$ cat config.mk
export PLATFORM = sky130hd
export DESIGN_NAME = execute_stage
export DESIGN_NICKNAME = d
export VERILOG_FILES = /design/src/rtl/y86_pkg.sv /design/src/rtl/alu.sv /design/src/rtl/execute_stage.sv
export SDC_FILE = /design/constraint.sdc
export NUM_CORES = 1
export LEC_CHECK = 0
export CORE_ASPECT_RATIO = 1.25
export CORE_MARGIN = 1.5
export CORE_UTILIZATION = 40
export CTS_CLUSTER_DIAMETER = 200
export DETAILED_ROUTE_END_ITERATION = 8
export PLACE_DENSITY = 0.7
export SYNTH_ARGS = -nofsm -noshare
export SYNTH_HDL_FRONTEND = slang
export SYNTH_HIERARCHICAL = 1
export SYNTH_SLANG_ARGS = --single-unit
$ cat constraint.sdc
create_clock -name clk -period 6 [get_ports clk]
set_clock_uncertainty 0.05 [all_clocks]
set_input_delay 1.2 -clock clk [delete_from_list [all_inputs] [get_ports clk]]
set_output_delay 1.2 -clock clk [all_outputs]
set_load 0.02 [all_outputs]
$ cat src/rtl/y86_pkg.sv
// Shared Y86-64 encodings for the execute stage: instruction codes, ALU functions,
// condition codes, status codes, register ids and the stage FSM state type.
package y86_pkg;

    localparam logic [3:0] IHALT   = 4'h0;
    localparam logic [3:0] INOP    = 4'h1;
    localparam logic [3:0] IRRMOVQ = 4'h2;
    localparam logic [3:0] IIRMOVQ = 4'h3;
    localparam logic [3:0] IRMMOVQ = 4'h4;
    localparam logic [3:0] IMRMOVQ = 4'h5;
    localparam logic [3:0] IOPQ    = 4'h6;
    localparam logic [3:0] IJXX    = 4'h7;
    localparam logic [3:0] ICALL   = 4'h8;
    localparam logic [3:0] IRET    = 4'h9;
    localparam logic [3:0] IPUSHQ  = 4'hA;
    localparam logic [3:0] IPOPQ   = 4'hB;
    localparam logic [3:0] IIADDQ  = 4'hC;

    localparam logic [3:0] ALUADD = 4'h0;
    localparam logic [3:0] ALUSUB = 4'h1;
    localparam logic [3:0] ALUAND = 4'h2;
    localparam logic [3:0] ALUXOR = 4'h3;

    localparam logic [3:0] C_YES = 4'h0;
    localparam logic [3:0] C_LE  = 4'h1;
    localparam logic [3:0] C_L   = 4'h2;
    localparam logic [3:0] C_E   = 4'h3;
    localparam logic [3:0] C_NE  = 4'h4;
    localparam logic [3:0] C_GE  = 4'h5;
    localparam logic [3:0] C_G   = 4'h6;

    localparam logic [2:0] SAOK = 3'd1;
    localparam logic [2:0] SHLT = 3'd2;
    localparam logic [2:0] SADR = 3'd3;
    localparam logic [2:0] SINS = 3'd4;

    localparam logic [3:0] RRSP  = 4'h4;
    localparam logic [3:0] RNONE = 4'hF;

    typedef enum logic [1:0] {
        S_RUN   = 2'd0,
        S_HALT  = 2'd1,
        S_FAULT = 2'd2
    } state_e;

endpackage

$ cat src/rtl/alu.sv
// Execute-stage ALU: result = b op a, plus the zero/sign/overflow flags of that result.
// Function codes above XOR fall back to add.
module alu
    import y86_pkg::*;
#(
    parameter int W = 64
) (
    input  logic [W-1:0] a_i,
    input  logic [W-1:0] b_i,
    input  logic [3:0]   fun_i,
    output logic [W-1:0] result_o,
    output logic         zf_o,
    output logic         sf_o,
    output logic         of_o
);

    logic [W-1:0] res;
    logic         ovf;

    always_comb begin
        res = b_i + a_i;
        ovf = (a_i[W-1] == b_i[W-1]) && (res[W-1] != b_i[W-1]);
        case (fun_i)
            ALUSUB: begin
                res = b_i - a_i;
                ovf = (a_i[W-1] != b_i[W-1]) && (res[W-1] != b_i[W-1]);
            end
            ALUAND: begin
                res = b_i & a_i;
                ovf = 1'b0;
            end
            ALUXOR: begin
                res = b_i ^ a_i;
                ovf = 1'b0;
            end
            default: ;
        endcase
    end

    assign result_o = res;
    assign zf_o     = (res == '0);
    assign sf_o     = res[W-1];
    assign of_o     = ovf;

endmodule

$ cat src/rtl/execute_stage.sv
// Y86-64 execute stage: operand select, ALU, condition-code register, branch condition
// and RUN/HALT/FAULT freeze FSM. Optional iaddq support with macro IADDQ_EN.
module execute_stage
    import y86_pkg::*;
#(
    parameter int         W      = 64,
    parameter logic [2:0] CC_RST = 3'b100
) (
    input  logic         clk,
    input  logic         rst_n,
    input  logic [3:0]   icode,
    input  logic [3:0]   ifun,
    input  logic [W-1:0] valA,
    input  logic [W-1:0] valB,
    input  logic [W-1:0] valC,
    input  logic [2:0]   stat_in,
    output logic [W-1:0] valE,
    output logic         cnd,
    output logic [2:0]   cc,
    output logic         halted
);

    localparam logic [W-1:0] PLUS8  = W'(8);
    localparam logic [W-1:0] MINUS8 = '0 - PLUS8;

    state_e       state_q;
    logic [2:0]   cc_q;
    logic         halted_q;

    logic [W-1:0] alu_a;
    logic [W-1:0] alu_b;
    logic [3:0]   alu_fun;
    logic         zf_new, sf_new, of_new;
    logic [2:0]   cc_d;
    logic         cc_op;
    logic         zf, sf, of;
    logic         cond;

    always_comb begin
        alu_a = '0;
        alu_b = '0;
        case (icode)
            IRRMOVQ:          alu_a = valA;
            IIRMOVQ:          alu_a = valC;
            IRMMOVQ, IMRMOVQ: begin alu_a = valC;   alu_b = valB; end
            IOPQ:             begin alu_a = valA;   alu_b = valB; end
            ICALL, IPUSHQ:    begin alu_a = MINUS8; alu_b = valB; end
            IRET, IPOPQ:      begin alu_a = PLUS8;  alu_b = valB; end
`ifdef IADDQ_EN
            IIADDQ:           begin alu_a = valC;   alu_b = valB; end
`endif
            default: ;
        endcase
    end

    assign alu_fun = (icode == IOPQ) ? ifun : ALUADD;

    alu #(.W(W)) u_alu (
        .a_i      (alu_a),
        .b_i      (alu_b),
        .fun_i    (alu_fun),
        .result_o (valE),
        .zf_o     (zf_new),
        .sf_o     (sf_new),
        .of_o     (of_new)
    );

    assign cc_d = {zf_new, sf_new, of_new};

`ifdef IADDQ_EN
    assign cc_op = (icode == IOPQ) || (icode == IIADDQ);
`else
    assign cc_op = (icode == IOPQ);
`endif

    // Branch/cmov conditions always look at the flags as they stood before this edge.
    assign {zf, sf, of} = cc_q;

    always_comb begin
        case (ifun)
            C_YES:   cond = 1'b1;
            C_LE:    cond = (sf ^ of) | zf;
            C_L:     cond = sf ^ of;
            C_E:     cond = zf;
            C_NE:    cond = ~zf;
            C_GE:    cond = ~(sf ^ of);
            C_G:     cond = ~(sf ^ of) & ~zf;
            default: cond = 1'b0;
        endcase
    end

    assign cnd = ((icode == IRRMOVQ) || (icode == IJXX)) ? cond : 1'b0;

    always_ff @(posedge clk or negedge rst_n) begin
        if (!rst_n) begin
            state_q  <= S_RUN;
            cc_q     <= CC_RST;
            halted_q <= 1'b0;
        end else begin
            case (state_q)
                S_RUN: begin
                    if (stat_in == SHLT) begin
                        state_q  <= S_HALT;
                        halted_q <= 1'b1;
                    end else if ((stat_in == SADR) || (stat_in == SINS)) begin
                        state_q  <= S_FAULT;
                        halted_q <= 1'b1;
                    end else if ((stat_in == SAOK) && cc_op) begin
                        cc_q <= cc_d;
                    end
                end
                default: ;
            endcase
        end
    end

    assign cc     = cc_q;
    assign halted = halted_q;

endmodule

==> results of run 1 <==
[through the flow]
stage / hold WS (ns) / TNS (ns) / cells
after floorplan: 0.4006 / -0.3056 / 1883
after global placement: 0.4044 / -79.39 / 3297
after detailed placement: 0.4119 / -82.67 / 3297
after CTS: 0.4369 / -18.32 / 3444
[cells in the mapped netlist, types with 16 or more instances]
master,count,share of area [%]
a21oi_1,190,7.8
o21ai_1,18,0.74
or3_1,19,0.98
a21o_1,19,1.2
nor4_1,38,2.0
o31ai_1,42,2.6
o21bai_1,29,1.8
nand3_1,22,0.91
a31oi_1,28,1.4
o221ai_1,16,1.2
xnor2_1,49,3.5
nand2_1,140,4.3
inv_1,125,3.9
ha_1,128,13
a211oi_1,18,1.1
a221o_1,68,5.6
nor3_1,51,2.1
buf_2,29,1.2
nor2_1,210,6.5
o211ai_1,21,1.3
clkbuf_1,80,2.5
o21ai_0,92,3.8
mux2i_1,29,2.4
nor2b_1,85,4.4
nand4_1,36,1.9
o22ai_1,16,0.83
[per-layer routing]
| metal | global-route usage, % | overflow |
|---|---|---|
| met5 | 6.270 | 0 |
| met4 | 71.22 | 5 |
| met2 | 91.05 | 8 |
| met1 | 59.18 | 0 |
| met3 | 34.89 | 1 |
[kinds of logic after synthesis]
kind of cell,count (synthesis),share of synthesized area (%)
flops,6,1.248
simple gates,690,28.57
mux,37,3.167
xor+xnor,56,4.044
buf+inv,265,9.430
fa+ha+maj,130,13.54
compound gates,699,40.01
[what timing repair did]
action                                  4_1_cts
pin swaps                                   190
buffers inserted                            144
endpoints found under the setup margin       64
hold endpoints to repair                      0
gates cloned                                  7
resized for setup                           805
==> out/results.ini, run 1 <==
[grt]
grt_first_pass_wirelength_um = 150100
total_congestion_overflow = 14
grt_max_degree = 23
track_usage_pct = 62.81
first_global_vias = 25280

[placed_design]
dp_hpwl_um = 61880
routabilityCongestion = 1.112
placement.cell_area_um2 = 21490
io_buffers = 273
pre_cts_ws_ns = -1.932

[clocking]
clock_tree.root_cell = clkbuf_16
tritoncts.num_buffers = 3
tritoncts_num_sinks = 6
cts_hold_buffers = 0
cts_max_level = 1
clock_path_buffers = 2

[die]
fp.dieH_um = 197.7
rows = 71
floorplan.initialDensity_pct = 40.51
num_io_pins = 274
floorplan.die.width_um = 158.7

[synth]
number_of_flip_flops_and_latches_in_the_synthesized_netlist = 6
avgSynthCellArea_um2 = 6.441
synth-edff-count = 0
synth.lib_cells_used.distinct = 104
netlist_area_um2 = 12130
synthArstFlopShare_pct = 100.0
synth_seq_area_share_pct = 1.248
synthesis.nets = 2218
yosysWarningCount = 6
synthesis.instances = 1883
dominantRegCellSynth = dfrtp_1

[run_status]
run.stop_error = [ERROR GRT-0116] Global routing finished with congestion. Check the congestion regions in the DRC Viewer.
last-stage-reached = global routing
outcome = stopped before the end

==> run 2: changes to the inputs <==
--- a/config.mk
+++ b/config.mk
@@ -5,12 +5,10 @@
 export SDC_FILE = /design/constraint.sdc
 export NUM_CORES = 1
 export LEC_CHECK = 0
-export CORE_ASPECT_RATIO = 1.25
 export CORE_MARGIN = 1.5
-export CORE_UTILIZATION = 40
-export CTS_CLUSTER_DIAMETER = 200
+export CORE_UTILIZATION = 25
 export DETAILED_ROUTE_END_ITERATION = 8
-export PLACE_DENSITY = 0.7
+export PLACE_DENSITY_LB_ADDON = 0.15
 export SYNTH_ARGS = -nofsm -noshare
 export SYNTH_HDL_FRONTEND = slang
 export SYNTH_HIERARCHICAL = 1
==> constraint.sdc (replaced) <==
create_clock -name clk -period 7.8 [get_ports clk]
set_clock_uncertainty 0.05 [all_clocks]
set_input_delay 1.56 -clock clk [delete_from_list [all_inputs] [get_ports clk]]
set_output_delay 1.56 -clock clk [all_outputs]
set_load 0.02 [all_outputs]
==> run 2 against run 1 <==
The flow now finishes without violations. Synthesized area stayed put. Synthesized cell count unchanged.
==> out/results.ini, run 2 <==
[clocking]
cts_tree = built
clock_tree.root_cell = clkbuf_16
cts_hold_buffers = 0
tritoncts.num_buffers = 3
insertion_delay_ns = 0.23
worst_setup_hold_path_clk_slew_ns = 0.04
tritoncts_num_sinks = 6
clock_path_buffers = 2
cts_max_level = 1

[synth]
ys_top_cells_by_area = ha_1 (13%), a21oi_1 (7.8%), nor2_1 (6.5%)
netlist_top_cells_count = nor2_1 (210), a21oi_1 (190), nand2_1 (140), ha_1 (128), inv_1 (125)
synth-compound-area-share_pct = 40.01
synthesized_area_fraction_occupied_by_and_or_nand_nor_cells_pct = 28.57
synth-edff-count = 0
avgSynthCellArea_um2 = 6.441
synthesis.instances = 1883
synth_top_area_share_pct = 13.21
synthMuxAreaShare_pct = 3.167
post_synth_fa_ha_maj_area_fraction_pct = 13.54
synthesis.nets = 2218
synth_xor_xnor_area_share_pct = 4.044
netlist_area_um2 = 12130
dominantRegCellSynth = dfrtp_1
synth_seq_area_share_pct = 1.248
number_of_flip_flops_and_latches_in_the_synthesized_netlist = 6
netlist.top_cell.by_area = ha_1
synthMostInstantiatedCell = nor2_1
yosysWarningCount = 6
synth_top_family_by_area = compound AO/OA/AOI/OAI gates
synthArstFlopShare_pct = 100.0
synth.lib_cells_used.distinct = 104

[sta]
worstMarginPinSlew_ns = 0.8840
relSlewSlack_pct = 41.06
final_hold_vio_count = 0
setup_repair_after_global_routing_missed_its_margin = true
fin_tns_setup_ns = 0
layout_min_cycle_time_ns = 7.738
final-setup-viol-count = 0
fmaxAchievable_mhz = 129.2
min_period_over_period_pct = 99.20
max_slew_violation_count = 0

[placed_design]
dp_hpwl_um = 63550
routabilityCongestion = 0.9849
io_buffers = 273
dpl.cell_count = 3418

[critical_path]
setup.reg_to_reg.worst_slack_ns = 6.42
critical_path.top_delay_family = compound AO/OA/AOI/OAI gates
critical_path.endpoint_type = primary output
arrival_ns = 6.13
crit_type = input pin to primary output
worstSetupStartpointType = input pin
timing.critical_path.slowest_stage_cell = a222oi_1
crit_buf_inv = 8
crit_path_cell_trace = buf_8, inv_4, mux2_4, nor2_8, buf_12, a221o_1, inv_1, ha_1, a21oi_2, o31ai_4, or3_1, inv_1, a2bb2oi_2, buf_6, a222oi_1, buf_4, a21oi_4, a31o_4, a21oi_2, mux2_4, o21ai_4, buf_6
critical_path_required_ns = 6.19
worstPathMaxFanout = 6
worst_path_largest_cell_delay_ns = 0.71

[finish]
finish.net_count = 3183
largest_register_ffs = 3
layout_commonest_cell = buf_4
most-common-layout-cells = buf_4 (794), clkdlybuf4s50_1 (236), nor2_1 (205), a21oi_1 (164), nand2_1 (134)
antenna_cells = 0
final_layout_size_suffix_gt1_share_pct = 36.21
final_cells = 3462
synthToLayoutAreaGrowth_pct = 84.93

[die]
die_area_um2 = 49840
fp.dieH_um = 223.3
num_io_pins = 274
rows = 80
floorplan.initialDensity_pct = 25.35
floorplan.die.width_um = 223.3
design.core.area_um2 = 47850

[grt]
grt_antenna_before_repair = 0
total_congestion_overflow = 0
first_global_vias = 18643
track_usage_pct = 29.19
grt_max_degree = 28
grt_first_pass_wirelength_um = 111800

[route]
post_drt_wl_per_cell_um = 22.02
drtPass1Iterations = 5
totalWireLength_um = 76250
dr.first_iter.drc_count = 1413
avg_vias_per_cell = 5.399
ant_nets = 0
drcViolationCount = 0
vias = 18693

[power_and_ir_drop]
cellLeakagePower_nw = 10.23
power_density_nw_per_um2 = 110.4
power.ir.vdd_worst_mv = 0.1317

[worst_hold_path]
hold_class = flip-flop to flip-flop

[run_status]
outcome = finished clean

[flow_run]
maxCapViolCount = 0

==> run 2: cell counts after synthesis <==
Identical to the previous run, type by type.
==> run 2: final timing paths <==
path                             from        to  cells past startpoint
max                          icode[2]  valE[62]                     22
min                            halted    halted                      1
max reg2reg                state_q[1]     cc[1]                      4
min reg2reg                    halted    halted                      1
max in group asynchronous       rst_n     cc[2]                      1
min in group asynchronous       rst_n    halted                      1
==> run 2: cells by family after synthesis <==
kind of cell	Yosys count
AO/OA/AOI/OAI	699
XOR/XNOR	56
adder cells (fa/ha/maj)	130
buffers and inverters	265
flip-flops	6
multiplexers	37
AND/OR/NAND/NOR	690
==> run 2: area by class of cell <==
| class | count | area (um^2) |
|---|---|---|
| inverters | 135 | 509.2 |
| clock buffers | 4 | 78.83 |
| multi-input cells | 1612 | 11840 |
| repair buffers | 1090 | 9076 |
| well taps | 615 | 769.5 |
| flip-flops and latches | 6 | 151.4 |
| fillers | 4978 | 25420 |
==> run 2: layer usage <==
layer	part of all wire [%]	vias to the layer above	global-route usage [%]
li1	-	8968	-
met1	45	8944	38.75
met2	44	656	47.30
met3	6.4	125	4.675
met4	4.1	0	11.03
met5	0	-	0
==> run 2: power by group <==
group / total (mW) / leakage (nW) / internal, mW / switching [mW]
clock network: 0.0864 / 0.0382 / 0.0679 / 0.0185
logic: 2.35 / 10.1 / 1.15 / 1.21
registers: 0.0368 / 0.0692 / 0.0347 / 0.00209
total: 2.48 / 10.2 / 1.25 / 1.23
==> run 2: timing repair <==
action,4_1_cts,5_1_grt
endpoints found under the setup margin,44,44
setup buffers,19,19
pin swaps,39,49
cloned,3,0
resized for setup,169,111
==> run 2: through the flow <==
stage          util [%]  worst slack, ns  total power, mW  hold slack [ns]  cell area, um^2
6_report          46.88          0.06221            2.476           0.4202            22430
5_1_grt           46.88         -0.04416            2.634           0.4433            22430
4_1_cts           45.66         -0.01028            2.386           0.4188            21850
3_5_place_dp      43.93           -1.179            2.211           0.4070            21020
3_3_place_gp      43.93           -1.112            2.211           0.4087            21020
2_1_floorplan         -           0.7428            1.002           0.4006            12130
Power figures use the tool's default switching activity.
==> run 3: changes to the inputs <==
--- a/config.mk
+++ b/config.mk
@@ -9,6 +9,7 @@
 export CORE_UTILIZATION = 25
 export DETAILED_ROUTE_END_ITERATION = 8
 export PLACE_DENSITY_LB_ADDON = 0.15
+export SLEW_MARGIN = 20
 export SYNTH_ARGS = -nofsm -noshare
 export SYNTH_HDL_FRONTEND = slang
 export SYNTH_HIERARCHICAL = 1
==> results of run 3 <==
No change in the layout: final DEF, timing and power equal those of run 2.
==> run 4: changes to the inputs <==
--- a/config.mk
+++ b/config.mk
@@ -5,7 +5,7 @@
 export SDC_FILE = /design/constraint.sdc
 export NUM_CORES = 1
 export LEC_CHECK = 0
-export CORE_MARGIN = 1.5
+export CORE_MARGIN = 2
 export CORE_UTILIZATION = 25
 export DETAILED_ROUTE_END_ITERATION = 8
 export PLACE_DENSITY_LB_ADDON = 0.15
==> run 4 against run 3 <==
Die area rose by 0.90%. Largest cell class unchanged. Design area grew 0.60%. Highest routed layer unchanged. Sequential share of layout area barely moved.
==> out/results.ini, run 4 (synthesis gave the netlist of run 2 again) <==
[run_status]
outcome = finished clean

[critical_path]
critical_path_required_ns = 6.19
timing.critical_path.mode_cell = buf_4
crit_type = input pin to primary output
cp.depth = 25
reg2regPathDepth = 4
crit_buf_inv = 12
worst_path_largest_cell_delay_ns = 0.57
arrival_ns = 6.12
r2r_end = cc[1]
timing.critical_path.slowest_stage_cell = or4_4
setup.reg_to_reg.worst_slack_ns = 6.40
worstPathMaxFanout = 6
critical_path.endpoint_type = primary output
worstSetupStartpointType = input pin
critical_path.top_delay_family = buffers and inverters
r2r_start = state_q[1]

[route]
totalWireLength_um = 77190
route.met2.wl_um = 34450
drtPass1Iterations = 6
dr.max_layer_used = met4
dr.first_iter.drc_count = 1698
avg_vias_per_cell = 5.493
drcViolationCount = 0
detailroute.wirelength.met3_um = 5592
post_drt_wl_per_cell_um = 22.27
wl_met1_um = 34900
ant_nets = 0
vias = 19039

[sta]
relSlewSlack_pct = 41.89
min_period_over_period_pct = 99.15
final_hold_vio_count = 0
final_critical_path_setup_slack_ns = 0.06628
layout_min_cycle_time_ns = 7.734
setup_repair_after_global_routing_missed_its_margin = true
fin_hold_ws_ns = 0.4145
max_slew_violation_count = 0
worstMarginPinSlew_ns = 0.8580
final-setup-viol-count = 0
fmaxAchievable_mhz = 129.3

[finish]
layout_commonest_cell = buf_4
footprint_of_the_multi_input_gates_um2 = 11800
nFillCells = 4920
largest_register_ffs = 3
synthToLayoutAreaGrowth_pct = 86.03
most-common-layout-cells = buf_4 (792), clkdlybuf4s50_1 (233), nor2_1 (206), a21oi_1 (167), nand2_1 (139)
finish.net_count = 3187
antenna_cells = 0
final_layout_size_suffix_gt1_share_pct = 36.20
sequential_cell_area_um2 = 151.4

[clocking]
cts_tree = built
worst_setup_hold_path_clk_slew_ns = 0.04
clock_path_buffers = 2
clock_tree.root_cell = clkbuf_16
tritoncts_num_sinks = 6
insertion_delay_ns = 0.24
cts_max_level = 1
tritoncts.num_buffers = 3
cts_hold_buffers = 0

[worst_hold_path]
holdPathStages = 1
hold_class = flip-flop to flip-flop
whs_endpoint = halted
min_from = halted

[power_and_ir_drop]
cellLeakagePower_nw = 10.36
power_frac_comb_pct = 94.9
power_density_nw_per_um2 = 109.8
internal_power_mw = 1.244
sequentialPowerShare_pct = 1.5
power.clock.fraction_pct = 3.6
power.ir.vdd_worst_mv = 0.09542
totalPowerFinal_mw = 2.477
power.switching_mw = 1.233
power.share.switching_pct = 49.79

[die]
floorplan.initialDensity_pct = 25.35
design.core.area_um2 = 47850
die_area_um2 = 50290
floorplan.die.width_um = 224.3
rows = 80
num_io_pins = 274
fp.dieH_um = 224.3

[grt]
total_congestion_overflow = 0
first_global_vias = 18739
grt_max_degree = 42
grt_first_pass_wirelength_um = 113600
track_usage_pct = 29.19
grt_antenna_before_repair = 1

[placed_design]
routabilityCongestion = 0.9665
io_buffers = 273
dp_hpwl_um = 63120
pre_cts_ws_ns = -0.9605

[flow_run]
maxCapViolCount = 0

[run 4: power groups by stage]
stage	sequential [mW]	combinational (mW)	clock, mW
2_1_floorplan	0.0391	0.963	0
3_3_place_gp	0.0369	2.17	0
3_5_place_dp	0.0370	2.17	0
4_1_cts	0.0367	2.26	0.0906
5_1_grt	0.0372	2.50	0.0908
6_report	0.0366	2.35	0.0889
[run 4: per-layer routing]
| metal | vias to the layer above | GRT usage [%] |
|---|---|---|
| met3 | 129 | 2.482 |
| met1 | 9111 | 40.83 |
| met4 | 0 | 6.430 |
| met5 | - | 0 |
| li1 | 8984 | - |
| met2 | 815 | 48.66 |
[run 4: final cells by class]
| class | count | area share [%] |
|---|---|---|
| Tap cell | 615 | 3.411 |
| Clock buffer | 4 | 0.3494 |
| Sequential cell | 6 | 0.6710 |
| Inverter | 135 | 2.246 |
| Timing Repair Buffer | 1094 | 41.01 |
| Multi-Input combinational cell | 1612 | 52.31 |
[run 4: how the worst max path moves through the flow]
stage | from | endpoint | slack (ns)
2_1_floorplan | icode[2] | valE[62] | 0.74
3_3_place_gp | icode[2] | valE[57] | -0.95
3_5_place_dp | icode[1] | valE[57] | -0.96
4_1_cts | icode[2] | valE[63] | 0.004
5_1_grt | icode[3] | valE[48] | -0.05
6_report | icode[3] | valE[57] | 0.07
[run 4: through the flow]
stage	setup TNS (ns)	cells	cell area, um^2	util [%]
global placement	-19.74	3422	21070	44.04
CTS	0	3454	22060	46.11
detailed placement	-21.96	3422	21070	44.04
global route	-0.09528	3466	22560	47.15
floorplan	0	1883	12130	-
finish	0	3466	22560	47.15
[run 4: timing repair]
item                                   CTS  global route
cloned                                   5             0
buffers inserted                        23            13
pin swaps                               33            40
endpoints found under the hold margin    0             0
gates resized for setup                170           124
setup endpoints to repair               44            41
[run 4: worst register-to-register path, cell delays in order (launching register included)]
cell and delay (ns):
dfrtp_1 0.39, nor2_1 0.15, nand4_1 0.10, nor2_1 0.22
mux2_1 0.36
